**config.mk**
```make
export PLATFORM = sky130hd
export DESIGN_NAME = trap_controller
export DESIGN_NICKNAME = d
export VERILOG_FILES = /design/src/rtl/trap_controller.sv
export SDC_FILE = /design/constraint.sdc
export NUM_CORES = 1
export LEC_CHECK = 0
export CORE_AREA = 2 2 160 162
export DETAILED_ROUTE_END_ITERATION = 8
export DIE_AREA = 0 0 162 164
export GPL_TIMING_DRIVEN = 0
export HOLD_SLACK_MARGIN = 0.05
export PLACE_DENSITY = 0.68
export SKIP_CTS_REPAIR_TIMING = 1
export SYNTH_ARGS = -nofsm -noshare
export SYNTH_HDL_FRONTEND = slang
export SYNTH_SLANG_ARGS = --single-unit
```
**constraint.sdc**
```tcl
create_clock -name clk -period 4 [get_ports clk]
set_input_delay 0.6 -clock clk [delete_from_list [all_inputs] [get_ports clk]]
set_output_delay 0.6 -clock clk [all_outputs]
set_load 0.01 [all_outputs]
```
**src/rtl/trap_controller.sv**
```systemverilog
// Trap controller: picks the oldest pending exception or mret, redirects fetch,
// drains the wrong-path pipeline and owns mepc/mcause/mtval/mstatus.MIE/MPIE.
module trap_controller #(
  parameter int          FLUSH_CYCLES    = 2,
  parameter logic [31:0] MTVEC_MODE_MASK = 32'hFFFF_FFFC
) (
  input  logic        clk,
  input  logic        reset_n,
  input  logic        if_misaligned,
  input  logic [31:0] if_pc,
  input  logic        id_illegal,
  input  logic [31:0] id_pc,
  input  logic [31:0] id_instr,
  input  logic        ex_valid,
  input  logic [31:0] ex_pc,
  input  logic [31:0] ex_instr,
  input  logic        ex_illegal_csr,
  input  logic        ex_ebreak,
  input  logic        ex_load_misaligned,
  input  logic        ex_store_misaligned,
  input  logic        ex_ecall,
  input  logic [31:0] ex_mem_addr,
  input  logic        mret_req,
  input  logic [31:0] mtvec,
  input  logic        csr_we,
  input  logic [11:0] csr_addr,
  input  logic [31:0] csr_wdata,
  output logic        trap_taken,
  output logic        flush,
  output logic        redirect_valid,
  output logic [31:0] redirect_pc,
  output logic [31:0] mepc,
  output logic [31:0] mcause,
  output logic [31:0] mtval,
  output logic        mstatus_mie,
  output logic        mstatus_mpie,
  output logic        busy
);

  typedef enum logic [1:0] {
    IDLE     = 2'd0,
    REDIRECT = 2'd1,
    DRAIN    = 2'd2
  } state_t;

  localparam logic [2:0]  DRAIN_LAST  = 3'(FLUSH_CYCLES - 1);
  localparam logic [11:0] CSR_MSTATUS = 12'h300;
  localparam logic [11:0] CSR_MEPC    = 12'h341;
  localparam logic [11:0] CSR_MCAUSE  = 12'h342;
  localparam logic [11:0] CSR_MTVAL   = 12'h343;

  state_t      state_q, state_d;
  logic [2:0]  drain_q;
  logic        is_trap_q;
  logic [31:0] redirect_pc_q;

  logic        take_trap;
  logic        take_mret;
  logic [3:0]  cause;
  logic [31:0] src_pc;
  logic [31:0] tval;
  logic        ex_any;
  logic        accept;

  assign ex_any = ex_valid & (ex_illegal_csr | ex_ebreak | ex_ecall |
                              ex_load_misaligned | ex_store_misaligned);
  assign accept = (state_q == IDLE);

  // Priority select: EX is the oldest instruction, then mret, then ID, then IF.
  always_comb begin
    // NOTE: every comb output gets a default first so no latch is inferred.
    take_trap = 1'b0;
    take_mret = 1'b0;
    cause     = 4'd0;
    src_pc    = 32'h0;
    tval      = 32'h0;
    if (ex_any) begin
      take_trap = 1'b1;
      src_pc    = ex_pc;
      if (ex_illegal_csr) begin
        cause = 4'd2;
        tval  = ex_instr;
      end else if (ex_ebreak) begin
        cause = 4'd3;
      end else if (ex_ecall) begin
        cause = 4'd11;
      end else if (ex_load_misaligned) begin
        cause = 4'd4;
        tval  = ex_mem_addr;
      end else begin
        cause = 4'd6;
        tval  = ex_mem_addr;
      end
    end else if (ex_valid && mret_req) begin
      take_mret = 1'b1;
    end else if (id_illegal) begin
      take_trap = 1'b1;
      cause     = 4'd2;
      src_pc    = id_pc;
      tval      = id_instr;
    end else if (if_misaligned) begin
      take_trap = 1'b1;
      cause     = 4'd0;
      src_pc    = if_pc;
      tval      = if_pc;
    end
  end

  // State register and drain counter.
  always_ff @(posedge clk) begin
    // NOTE: sequential state uses non-blocking assignments only.
    if (!reset_n) begin
      state_q <= IDLE;
      drain_q <= 3'd0;
    end else begin
      state_q <= state_d;
      if (state_q == REDIRECT) begin
        drain_q <= DRAIN_LAST;
      end else if (state_q == DRAIN && drain_q != 3'd0) begin
        drain_q <= drain_q - 3'd1;
      end
    end
  end

  // Next-state logic.
  always_comb begin
    state_d = state_q;
    case (state_q)
      IDLE:     if (take_trap || take_mret) state_d = REDIRECT;
      REDIRECT: state_d = DRAIN;
      DRAIN:    if (drain_q == 3'd0) state_d = IDLE;
      default:  state_d = IDLE;
    endcase
  end

  // Outputs are pure decodes of the registered state.
  always_comb begin
    trap_taken     = 1'b0;
    flush          = 1'b0;
    redirect_valid = 1'b0;
    redirect_pc    = 32'h0;
    busy           = (state_q != IDLE);
    case (state_q)
      REDIRECT: begin
        trap_taken     = is_trap_q;
        flush          = 1'b1;
        redirect_valid = 1'b1;
        redirect_pc    = redirect_pc_q;
      end
      DRAIN:   flush = 1'b1;
      default: ;
    endcase
  end

  // CSR file: software writes first, trap/mret capture afterwards so it wins.
  always_ff @(posedge clk) begin
    if (!reset_n) begin
      mepc          <= 32'h0;
      mcause        <= 32'h0;
      mtval         <= 32'h0;
      mstatus_mie   <= 1'b0;
      mstatus_mpie  <= 1'b1;
      is_trap_q     <= 1'b0;
      redirect_pc_q <= 32'h0;
    end else begin
      if (csr_we) begin
        case (csr_addr)
          CSR_MEPC:    mepc   <= csr_wdata & ~32'h3;
          CSR_MCAUSE:  mcause <= csr_wdata;
          CSR_MTVAL:   mtval  <= csr_wdata;
          CSR_MSTATUS: begin
            mstatus_mie  <= csr_wdata[3];
            mstatus_mpie <= csr_wdata[7];
          end
          default: ;
        endcase
      end
      if (accept && take_trap) begin
        mepc          <= src_pc & ~32'h3;
        mcause        <= {28'h0, cause};
        mtval         <= tval;
        mstatus_mpie  <= mstatus_mie;
        mstatus_mie   <= 1'b0;
        is_trap_q     <= 1'b1;
        redirect_pc_q <= mtvec & MTVEC_MODE_MASK;
      end else if (accept && take_mret) begin
        // Return target is the mepc seen before any same-edge write.
        mstatus_mie   <= mstatus_mpie;
        mstatus_mpie  <= 1'b1;
        is_trap_q     <= 1'b0;
        redirect_pc_q <= mepc;
      end
    end
  end

endmodule

```
==> summary.md <==
| Metric | Value |
|---|---|
| Final hold violations | `0` |
| Critical setup path kind | `register to output port` |
| Post-synth ARST share | `0%` |
| Sinks on Clock Net | `132` |
| Reg clk slew, reported paths | `0.06 ns` |
| Min-Delay Path Class | `register to register` |
| R2r worst-path depth | `7` |
| Worst path slowest cell | `clkdlybuf4s50_1` |
| CTS Buf Count | `17` |
| CP Capture Type | `output port` |
| Minimum clock period | `2.98 ns` |
| Initial antenna violation count | `2` |
| Slew Limit Fails | `0` |
| Reg2reg start | `state_q[0]` |
| Gr ovfl total | `0` |
| Period utilisation layout | `74.6%` |
| Worst setup endpoint | `redirect_pc[14]` |
| Max Cap Viol | `0` |
| DRC | `0` |
| Max stage delay on crit path | `between 0.5 and 0.6 ns` |
| Core area | `around 25000 um^2` |
| Sequential cell area | `2640 um^2` |
| Antenna-violating nets left | `0` |
| Crit path from | `state_q[1]` |
| Placed inst area | `about 12000 um^2` |
| Height of the die | `164 um` |
| Synth cell types | `53` |
| Synth Flop Type | `dfxtp_1` |
| Clk buf depth | `2` |
| Top-area cell type share of the netlist area | `33.7%` |
| #FFs+latches synth | `132` |
| Final-stage net count | `1675` |
| First-pass GRT wire length | `58800 um` |
| Startpoint Class | `register` |
| Post-Syn Area | `between 7000 and 8000 um^2` |
| Data required, critical path | `3.40 ns` |
| Clk_lat worst skew | `0.43 ns` |
| CTS tree | `yes` |
| Seq/Total Area, Yosys | `33.7%` |
| Post-DP HPWL | `32800 um` |
| IO Pins | `about 410` |
| Vias | `9412` |
| CTS H-tree lvls | `4` |
| Largest net degree at the start of global routing | `17` |
| Vias per inst | `5.42` |
| GP Congestion | `0.919` |
| Critical Path Fanout Max | `10` |
| Vias in the first global route | `about 9300` |
| Max_slew headroom | `34.6%` |
| Setup TNS Final | `0 ns` |
| Top cells by area, synth | `dfxtp_1 (34%), mux2i_1 (7.8%), nand2_1 (5.8%)` |
| Wire length per cell | `23.7 um` |
| Worst VDD drop | `253 uV` |
| Setup Viol. Count Final | `0` |
| Unrepaired setup endpoints after global routing | `false` |
| Area delta synth->final | `63.9%` |
| Initial Util | `31.5%` |
| Cell taking the most area after synthesis | `dfxtp_1` |
| Share of cells above drive strength 1 | `7.41%` |
| Synth Instances | `967` |
| CTS Root Cell | `clkbuf_16` |
| Row count | `58` |
| Synth Warn # | `0` |
| Fillers | `2424` |
| Max Fclk | `between 300 and 400 MHz` |
| Outcome | `finished clean` |
| Die W | `approximately 160 um` |
| Final Power | `0.00459 W` |
| Area of the multi-input gates | `roughly 4500 um^2` |
| Critical path, cell by cell | `inv_1 -> ha_1 -> clkbuf_1 -> and2_1 -> clkdlybuf4s50_1` |
| Setup Skew | `0.00978 ns` |
| GRT Overall Usage | `30.2%` |
| WP data arrival | `2.38 ns` |
| DRT Pass-1 Iters | `5` |
| Worst reg2reg setup slack | `1.61 ns` |
| Drt first-iter violations | `~800` |
| Port Buffer Count | `roughly 400` |
| Slew at the pin with the worst max-slew slack | `0.981 ns` |
| Final Cell Area | `12800 um^2` |
| Avg Cell Area, Syn | `8.10 um^2` |
| Die area | `26600 um^2` |
| Power density over cell area | `358 nW/um^2` |
| Cell leakage power | `5.20 nW` |
| Hold_ws | `about 0.48 ns` |
| Critical R2R Capture | `mepc[22]` |
| Routed WL | `41200 um` |
| EDFF count, synth | `0` |
report_power, final:
part           switching (W)  internal, W  total (W)
logic               0.000749     0.000750    0.00150
clock network       0.000719     0.000820    0.00154
registers           0.000104      0.00145    0.00156
total                0.00157      0.00302    0.00459
layout by cell type, fill, tap and decap left out, types with 10 or more instances in the layout:
master | Yosys | routed
clkdlybuf4s50_1 | 0 | 401
dfxtp_1 | 132 | 132
nand2_1 | 122 | 122
mux2i_1 | 61 | 61
nor2_1 | 48 | 48
a22oi_1 | 46 | 46
inv_1 | 44 | 44
a21oi_1 | 44 | 44
and2_1 | 43 | 43
clkbuf_1 | 40 | 40
buf_2 | 40 | 40
o21ai_0 | 34 | 34
and3_1 | 34 | 34
a21boi_0 | 31 | 31
nor3_1 | 29 | 29
a21boi_1 | 26 | 26
a221oi_1 | 23 | 23
a22o_1 | 22 | 22
a2bb2oi_1 | 18 | 18
a311o_1 | 18 | 18
clkbuf_16 | 0 | 17
buf_4 | 14 | 14
nand3_1 | 14 | 14
o311ai_0 | 12 | 12
a31oi_1 | 10 | 10
worst max-delay path, delay by kind of cell, from the launching register on:
family / cells / cell delay, ns
AND/OR/NAND/NOR: 1 / 0.24
buffers and inverters: 3 / 1.04
flip-flops: 1 / 0.33
adder cells (fa/ha/maj): 1 / 0.36
per-stage QoR:
stage	setup WS, ns	cells	util [%]
after floorplan	2.02	970	-
after global placement	0.992	1701	49.4
after detailed placement	1.01	1701	49.4
after CTS	1.01	1733	51.7
after global routing	0.861	1735	51.7
final	1.02	1736	51.7
flip-flops by register name, indices dropped and copies added, names as in the netlist:
| register | flops |
|---|---|
| mstatus_mpie | 1 |
| is_trap_q | 1 |
| drain_q | 3 |
| state_q | 2 |
| mstatus_mie | 1 |
| mepc | 30 |
| redirect_pc_q | 30 |
| mtval | 32 |
| mcause | 32 |
area by class of cell:
class,count,area share (%)
antenna,3,0.0585
clock inverter,15,1.05
clock buffer,17,3.31
tap,330,3.22
timing repair buffer,401,31.3
buffer,99,3.75
multi-input combinational,694,35.4
inverter,45,1.32
sequential,132,20.6
how the worst min path moves through the flow:
stage               from  cells after the start  slack, ns        end
6_report        mepc[14]                      2       0.48   mepc[14]
5_1_grt         mepc[24]                      2       0.50   mepc[24]
4_1_cts         mepc[14]                      2       0.48   mepc[14]
3_5_place_dp    mepc[14]                      2       0.47   mepc[14]
3_3_place_gp    mepc[14]                      2       0.46   mepc[14]
2_1_floorplan  is_trap_q                      2       0.45  is_trap_q
synth_stat cells, types with 3 or more instances:
library cell,instances
a31oi_1,10
dfxtp_1,132
a2bb2oi_1,18
nor2_1,48
a22o_1,22
inv_1,44
ha_1,5
a21boi_1,26
o311ai_0,12
mux2_2,8
nand2b_1,3
buf_1,4
o21ai_0,34
a22oi_1,46
nor2b_1,3
a21oi_1,44
a311o_1,18
and4b_1,3
and3_1,34
nor3_1,29
o211a_1,4
clkbuf_1,40
and2_1,43
a21boi_0,31
nand3_1,14
buf_2,40
o22ai_1,3
buf_4,14
nand4_1,4
nand2_1,122
mux2i_1,61
a221oi_1,23
per-layer routing:
metal  track usage (%)  wire length [um]  vias to the layer above
met5                 0                 0                        -
met3              7.47              3650                       79
li1                  -                 -                     4357
met1              35.8             16200                     4471
met4              12.6              1540                        0
met2              52.1             19700                      505
cell families (layout without fill, tap and decap cells):
group,after synthesis,in the layout,synth area share (%)
other cells,1,7,0.0479
buf+inv,144,577,8.31
simple gates,311,311,19.2
fa+ha+maj,5,5,0.799
compound gates,304,304,28.8
mux,69,69,8.95
xor+xnor,1,1,0.112
flops,132,132,33.7
Power figures use the tool's default switching activity.
